## config.mk

```make
export PLATFORM = sky130hd
export DESIGN_NAME = mux_sel_sequencer
export DESIGN_NICKNAME = d
export VERILOG_FILES = /design/src/rtl/mux_sel_sequencer.sv
export SDC_FILE = /design/constraint.sdc
export NUM_CORES = 1
export LEC_CHECK = 0
export CORE_ASPECT_RATIO = 0.8
export CORE_UTILIZATION = 50
export CTS_CLUSTER_SIZE = 25
export DETAILED_ROUTE_END_ITERATION = 16
export PLACE_DENSITY = 0.77
export SLEW_MARGIN = 5
export SYNTH_ARGS = -nofsm -noshare
export SYNTH_HDL_FRONTEND = slang
export SYNTH_SLANG_ARGS = --single-unit
```

## constraint.sdc

```tcl
create_clock -name clk -period 2.5 [get_ports clk]
set_input_delay 0.25 -clock clk [delete_from_list [all_inputs] [get_ports clk]]
set_output_delay 0.25 -clock clk [all_outputs]
set_load 0.03 [all_outputs]
```

## src/rtl/mux_sel_sequencer.sv

```systemverilog
// Channel scan sequencer for the 4-bit 8:1 mux: select, dwell, sample strobes.
// All outputs registered; settings latched at start and at frame wrap.
module mux_sel_sequencer #(
    parameter int NUM_CH  = 8,
    parameter int SEL_W   = 3,
    parameter int DWELL_W = 8
) (
    input  logic               clk,
    input  logic               rst_n,
    input  logic               start,
    input  logic               stop,
    input  logic               cont,
    input  logic [NUM_CH-1:0]  ch_en,
    input  logic [DWELL_W-1:0] dwell,
    output logic [SEL_W-1:0]   sel,
    output logic               sel_valid,
    output logic               sample,
    output logic               frame_done,
    output logic               busy
);

    typedef enum logic {
        IDLE = 1'b0,
        RUN  = 1'b1
    } state_t;

    state_t             state_q, state_d;
    logic [SEL_W-1:0]   sel_d;
    logic               sel_valid_d, sample_d, frame_done_d, busy_d;
    logic [DWELL_W-1:0] cnt_q, cnt_d;
    logic [DWELL_W-1:0] dwell_q, dwell_d;
    logic [NUM_CH-1:0]  ch_en_q, ch_en_d;
    logic               cont_q, cont_d;
    logic               stop_pend_q, stop_pend_d;

    logic [SEL_W-1:0]   nxt_sel, lo_new, hi_new;
    logic [DWELL_W-1:0] cnt_inc;
    logic               at_top, nxt_top, last, stop_req, start_ok;

    function automatic logic [SEL_W-1:0] lowest(input logic [NUM_CH-1:0] m);
        lowest = '0;
        for (int k = NUM_CH - 1; k >= 0; k--)
            if (m[k]) lowest = SEL_W'(k);
    endfunction

    function automatic logic [SEL_W-1:0] highest(input logic [NUM_CH-1:0] m);
        highest = '0;
        for (int k = 0; k < NUM_CH; k++)
            if (m[k]) highest = SEL_W'(k);
    endfunction

    function automatic logic has_above(input logic [NUM_CH-1:0] m,
                                       input logic [SEL_W-1:0]  cur);
        has_above = 1'b0;
        for (int k = 0; k < NUM_CH; k++)
            if (m[k] && k > int'(cur)) has_above = 1'b1;
    endfunction

    function automatic logic [SEL_W-1:0] next_above(input logic [NUM_CH-1:0] m,
                                                    input logic [SEL_W-1:0]  cur);
        next_above = cur;
        for (int k = NUM_CH - 1; k >= 0; k--)
            if (m[k] && k > int'(cur)) next_above = SEL_W'(k);
    endfunction

    assign nxt_sel  = next_above(ch_en_q, sel_q_w());
    assign at_top   = !has_above(ch_en_q, sel);
    assign nxt_top  = !has_above(ch_en_q, nxt_sel);
    assign lo_new   = lowest(ch_en);
    assign hi_new   = highest(ch_en);
    assign last     = (cnt_q == dwell_q);
    assign cnt_inc  = cnt_q + DWELL_W'(1);
    assign stop_req = stop_pend_q | stop;
    assign start_ok = start && !stop && (ch_en != '0);

    function automatic logic [SEL_W-1:0] sel_q_w();
        sel_q_w = sel;
    endfunction

    always_comb begin
        state_d      = state_q;
        sel_d        = sel;
        sel_valid_d  = sel_valid;
        busy_d       = busy;
        sample_d     = 1'b0;
        frame_done_d = 1'b0;
        cnt_d        = cnt_q;
        ch_en_d      = ch_en_q;
        dwell_d      = dwell_q;
        cont_d       = cont_q;
        stop_pend_d  = stop_pend_q;
        unique case (state_q)
            IDLE: begin
                stop_pend_d = 1'b0;
                if (start_ok) begin
                    state_d      = RUN;
                    ch_en_d      = ch_en;
                    dwell_d      = dwell;
                    cont_d       = cont;
                    sel_d        = lo_new;
                    sel_valid_d  = 1'b1;
                    busy_d       = 1'b1;
                    cnt_d        = '0;
                    sample_d     = (dwell == '0);
                    frame_done_d = (dwell == '0) && (lo_new == hi_new);
                end
            end
            RUN: begin
                stop_pend_d = stop_req;
                if (!last) begin
                    cnt_d        = cnt_inc;
                    sample_d     = (cnt_inc == dwell_q);
                    frame_done_d = (cnt_inc == dwell_q) && at_top;
                end else if (stop_req ||
                             (at_top && (!cont_q || ch_en == '0))) begin
                    state_d     = IDLE;
                    sel_valid_d = 1'b0;
                    busy_d      = 1'b0;
                    cnt_d       = '0;
                    stop_pend_d = 1'b0;
                end else if (!at_top) begin
                    sel_d        = nxt_sel;
                    cnt_d        = '0;
                    sample_d     = (dwell_q == '0);
                    frame_done_d = (dwell_q == '0) && nxt_top;
                end else begin
                    // frame wrap: new settings take effect here
                    ch_en_d      = ch_en;
                    dwell_d      = dwell;
                    cont_d       = cont;
                    sel_d        = lo_new;
                    cnt_d        = '0;
                    sample_d     = (dwell == '0);
                    frame_done_d = (dwell == '0) && (lo_new == hi_new);
                end
            end
            default: state_d = IDLE;
        endcase
    end

    always_ff @(posedge clk or negedge rst_n) begin
        if (!rst_n) begin
            state_q     <= IDLE;
            sel         <= '0;
            sel_valid   <= 1'b0;
            sample      <= 1'b0;
            frame_done  <= 1'b0;
            busy        <= 1'b0;
            cnt_q       <= '0;
            dwell_q     <= '0;
            ch_en_q     <= '0;
            cont_q      <= 1'b0;
            stop_pend_q <= 1'b0;
        end else begin
            state_q     <= state_d;
            sel         <= sel_d;
            sel_valid   <= sel_valid_d;
            sample      <= sample_d;
            frame_done  <= frame_done_d;
            busy        <= busy_d;
            cnt_q       <= cnt_d;
            dwell_q     <= dwell_d;
            ch_en_q     <= ch_en_d;
            cont_q      <= cont_d;
            stop_pend_q <= stop_pend_d;
        end
    end

endmodule

```

======== Yosys cells after proc, flatten, opt, wreduce, memory -nomap -nowiden ========
Index checks and enable logic that the tools add are counted.
storage, ports and cells
  register bits ........................... 33
  latch bits .............................. 0
  memory bits (writable) .................. 0
  bits in read-only memories .............. 0
  bits of input ports ..................... 21
  logic and storage cells ................. 148
  memories ................................ 0
cells by class
  add/subtract/negate cells ............... 1
  $mul .................................... 0
  div/mod/pow operators ................... 0
  magnitude comparators ................... 14
  equality and inequality tests ........... 8
  shift operators ......................... 0
  multiplexer cells ....................... 80
  bitwise operators ....................... 2
  reductions and logical operators ........ 33
operators with widths
  cell                   number
  $mux W8                10
  $mux W3                25
  $pmux W8 S2            3
  $mux W1                35
  $gt A3 B3 Y1 const A   8
  $logic_not A8 Y1       3
  $logic_and A1 B1 Y1    20
  $eq A8 B8 Y1           2
  $gt A2 B3 Y1 const A   4
  $pmux W1 S2            6
  $add A8 B1 Y8 const B  1
  $reduce_bool A8 Y1     1
  $gt A1 B3 Y1 const A   2
  $ne A2 B2 Y1 const B   3
  $pmux W3 S2            1
  $reduce_and A3 Y1      2
  $logic_not A1 Y1       4
  $ne A2 B1 Y1 const B   2
  $reduce_and A4 Y1      1
  $eq A3 B3 Y1           1
  $logic_or A1 B1 Y1     2
  $not A1 Y1             1
  $or A1 B1 Y1           1

======== Longest topological paths before layout ========
  depth after elaboration ................. 24
  mapped depth ............................ 9
  depth with buffers taken out ............ 7

======== Worst setup path before layout ========
OpenSTA, ideal clock, no wires.
  kind .................................... flip-flop to flip-flop
  start point ............................. reg sel[1]
  end point ............................... reg ch_en_q[1]
  data arrival time ....................... 2.498 ns
  required time ........................... 2.375 ns
  setup slack ............................. -0.123 ns
  cell stages (with the launch flop) ...... 9
  period minus slack after synthesis ...... 2.623 ns
  cells stage by stage .................... dfrtp_1 > buf_6 > o21bai_2 > nor2_2 > or4_4 > buf_6 > o31ai_4 > buf_8 > mux2_4
between the ends
  longest elaborated chain between the ends .. 14
  elaborated cells between the ends (all ways) .. 27
  those cells by class .................... order compare: 7; eq/ne: 2; mux: 7; reduce/logical: 11
RTL lines
  what                                    RTL line  source
  start: declaration                      15        output logic [SEL_W-1:0] sel,
  start signal: assignment                156       sel <= sel_d;
  $gt A1 B3 Y1                            56        if (m[k] && k > int'(cur)) has_above = 1'b1;
  $logic_and A1 B1 Y1                     56
  $mux W1 (6 in a row)                    56
  $mux W1 (*)                             56
  $logic_not A1 Y1                        67        assign at_top = !has_above(ch_en_q, sel);
  $logic_and A1 B1 Y1                     115       (at_top && (!cont_q || ch_en == '0))) begin
  $logic_or A1 B1 Y1                      114       end else if (stop_req ||
  $ne A2 B2 Y1 (no source line)           --
  $reduce_and A4 Y1 (no source line) (*)  --
  end signal: assignment                  163       ch_en_q <= ch_en_d;
  end: declaration                        32        logic [NUM_CH-1:0] ch_en_q, ch_en_d;
Every way passes the cells marked *; elsewhere a longest branch is shown, timed or not.
A chain may end at the register's enable or synchronous reset.

======== Final worst setup path ========
  start point ............................. reg ch_en_q[7]
  end point ............................... reg ch_en_q[5]
between the ends
  longest elaborated chain between the ends .. 7
  elaborated cells between the ends (all ways) .. 8
  those cells by class .................... eq/ne: 2; mux: 1; reduce/logical: 5
RTL lines
  what                                    RTL line
  $logic_and A1 B1 Y1 (*)                 56
  $mux W1 (*)                             56
  $logic_not A1 Y1                        67
  $logic_and A1 B1 Y1                     115
  $logic_or A1 B1 Y1                      114
  $ne A2 B2 Y1 (no source line)           --
  $reduce_and A4 Y1 (no source line) (*)  --
Marked as above.

==> results.txt <==
The flow ran to the end, and the final reports show no timing, DRC or antenna violations. TritonCTS created 5 clock buffers. The routability congestion estimate from global placement came out at about 0.91. The signal on the critical path passes through nor2_1 -> a31oi_1 -> or4_4 -> o31ai_4 -> buf_12 -> mux2_2. The number of instances in the synthesized netlist is 230.

After clock tree synthesis, the clock-pin slew on the worst setup and hold paths is 0.06 ns. The number of I/O pins is 28. The share of flip-flops with an asynchronous set or reset came out at 100%. The number of antenna diodes in the final layout is 0. Setup repair after global routing left no endpoint under its margin. The clock skew came out at approximately 0.0015 ns. The least setup slack across all paths after layout came out at about 0.19 ns. In the final design database the tool counted ~290 nets. The highest net fanout along the worst path came out at 18. The worst-case headroom to the max-slew limit came out at 71.4%. The hold violation count in the final report was 0. The register area is 803 um2.

The number of global-route vias before repair came out at around 1700. The number of warnings reported in the yosys synthesis log is 0. The period utilization came out at around 90%. TritonCTS built the clock tree. The detailed placer's ending HPWL is 3840 um. On the critical path the largest part of the delay comes from simple AND/OR/NAND/NOR gates. The floorplan die width is roughly 76 um. Summing the sequential cell areas from Yosys gives a little under two fifths of the chip area.

The H-tree level count is 2. The remaining antenna violation count is 0. The number of synthesized flops with an enable pin is 0. The total power density per cell area came out at 1210 nW/um2. The most used flip-flop cell after synthesis is sky130_fd_sc_hd__dfrtp_1.

The detailed-route wire length came out at 5040 um. Counting every sink on the clock net gives 32. Global routing consumed, over all layers together, 25.1% of the routing resources. The standby leakage power came out at between 1 and 1.5 nW. The count of TritonRoute iterations in the first routing pass is 4. Averaged over all synthesized cells, the footprint is roughly 9.5 um2.

The number of buffers and inverters on the critical path is 1. In this run, the number of DRC markers left after iteration 0 of detailed routing was 236. Relative to the synthesized area, the layout overhead comes to 22.3%. The residual DRC count came out at 0. The placeable core region came out at between 4000 and 5000 um2. The share of post-route cells with drive strength above 1 is between 10% and 20%. The critical path is of the flop to flop type.

In this run the tool buffered the top-level ports with 27 buffer cells. The initial utilization of the core area, before any placement, comes to a little over half. The number of antenna violations at the first check in global routing was 0.

The post-placement worst setup slack is approximately 0.14 ns. The arrival time at the worst endpoint came out at roughly 2.5 ns. The root buffer cell is sky130_fd_sc_hd__clkbuf_8. For the worst setup path, the data required time is about 2.7 ns.

The library cell used most frequently in the layout, excluding fill and tap cells, is sky130_fd_sc_hd__dfrtp_1. After layout, the minimum clock period comes to between 2 and 2.5 ns. The layout has between 300 and 400 filler cells. Cells fill around 64% of the core in the end. The die extent in y came out at a little over 60 um.

The area of the die is ~4600 um2. The tool flagged a number of max-cap violations equal to 0. The mean number of vias per cell came out at ~5.9.

For this run the aggregate overflow at the end of global routing stands at 0. The startpoint class of the critical path is a flop. The routed wire length per instance came out at ~16 um. The number of different library cells used by synthesis comes to 60. The pin count of the biggest net entering global routing came out at 33. The transition time at the pin with the least slew margin came out at around 0.43 ns. The via count came out at ~1900. The critical path's largest stage delay came out at 0.56 ns. The number of synthesized register bits is 32. The insertion delay of the later-clocked pin in the worst-skew pair came out at roughly 0.28 ns.

Summing every instance area after synthesis gives approximately 2200 um2. The final-report max-slew violation count came out at 0. The top cell types in the final layout, fill and taps aside, are sky130_fd_sc_hd__dfrtp_1 (30), sky130_fd_sc_hd__clkdlybuf4s50_1 (27), sky130_fd_sc_hd__nor2_1 (20), sky130_fd_sc_hd__nand2_1 (15), sky130_fd_sc_hd__o21ai_0 (13). Setup violations remaining at the end of the flow were counted as 0. The multi-input logic area is around 1300 um2. IR analysis of the VDD net gives a maximum drop of about 0.0006 V. The maximum buffer depth of the clock tree came out at 2. The number of nets in the synthesized netlist came out at 252. The total negative slack for setup checks is 0 ns.

The setup fix buffers added after clock tree synthesis is 0. The row count is 21. The wire length of the first global-routing pass is between 8000 and 9000 um.

The largest individual stage delay along the critical path comes from the cell sky130_fd_sc_hd__or4_4. The achievable clock frequency came out at about 430 MHz. The tightest min-delay check is of the input port to asynchronous set/reset pin type. STA classifies the critical path endpoint as a flop.
==> final cells by class <==
| class | count | share of cell area, % |
|---|---|---|
| Clock buffer | 7 | 3.61 |
| Multi-Input combinational cell | 179 | 48.4 |
| Inverter | 9 | 1.27 |
| Sequential cell | 32 | 30.1 |
| Tap cell | 57 | 2.67 |
| Timing Repair Buffer | 39 | 14.0 |
==> worst paths after layout <==
path	start	end	slack (ns)	depth (start not counted)
min reg2reg	cnt_q[7]	cnt_q[7]	0.51	1
max in group asynchronous	rst_n	sel[0]	1.83	2
min	rst_n	busy	0.36	2
max reg2reg	ch_en_q[7]	ch_en_q[5]	0.19	6
min in group clk	cnt_q[7]	cnt_q[7]	0.51	1
max	ch_en_q[7]	ch_en_q[5]	0.19	6
==> per-stage QoR <==
| stage | cells | instance area [um2] | hold slack, ns | power (mW) |
|---|---|---|---|---|
| after floorplan | 230 | 2190 | -0.0456 | 2.29 |
| after global placement | 316 | 2560 | 0.486 | 2.71 |
| after detailed placement | 316 | 2560 | 0.492 | 2.76 |
| after CTS | 323 | 2660 | 0.373 | 3.20 |
| after global routing | 323 | 2670 | 0.404 | 3.48 |
| final | 323 | 2670 | 0.363 | 3.23 |
==> cell usage after synthesis, types with 5 or more instances <==
master	n	area share [%]
sky130_fd_sc_hd__nand2_1	15	2.6
sky130_fd_sc_hd__nor4_1	5	1.4
sky130_fd_sc_hd__xnor2_1	11	4.4
sky130_fd_sc_hd__clkbuf_1	5	0.86
sky130_fd_sc_hd__o21ai_0	13	3.0
sky130_fd_sc_hd__dfrtp_1	32	37
sky130_fd_sc_hd__a21oi_1	9	2.1
sky130_fd_sc_hd__inv_1	9	1.5
sky130_fd_sc_hd__mux2_4	7	4.8
sky130_fd_sc_hd__nand2b_1	6	1.7
sky130_fd_sc_hd__nor2_1	20	3.4
sky130_fd_sc_hd__o31ai_1	8	2.8
sky130_fd_sc_hd__mux2_2	11	5.7
sky130_fd_sc_hd__nand3_1	7	1.6
==> cells by family (layout without fill, tap and decap cells) <==
family                   after synthesis  in the layout  share of synthesized area [%]
adder cells (fa/ha/maj)                1              1                          0.573
AO/OA/AOI/OAI                         63             63                           21.3
XOR/XNOR                              14             14                           5.62
flip-flops                            32             32                           36.7
AND/OR/NAND/NOR                       80             80                           19.3
buffers and inverters                 19             55                           4.70
multiplexers                          21             21                           11.9
==> where the power goes <==
part	internal (mW)	leakage (nW)	switching, mW	total (mW)
clock network	0.245	0.0503	0.181	0.426
registers	0.737	0.391	0.327	1.06
logic	0.891	0.618	0.846	1.74
==> sequential cells by signal, indices dropped and copies added, names as in the netlist <==
| signal | flops |
|---|---|
| cnt_q | 8 |
| dwell_q | 8 |
| ch_en_q | 7 |
| sel | 3 |
| busy | 1 |
| cont_q | 1 |
| frame_done | 1 |
| sample | 1 |
| state_q | 1 |
| stop_pend_q | 1 |
==> metal layers <==
metal,global-route usage [%],wire length (um),vias up
met1,36.7,2540,914
met5,0,0,-
met3,7.20,288,6
li1,-,-,916
met4,7.94,65,0
met2,35.8,2150,59
==> repair_timing <==
action                     in CTS  in global routing
resized for setup               0                  2
hold buffers                    0                  0
setup endpoints to repair       0                 16
(Power assumes the default switching activity.)
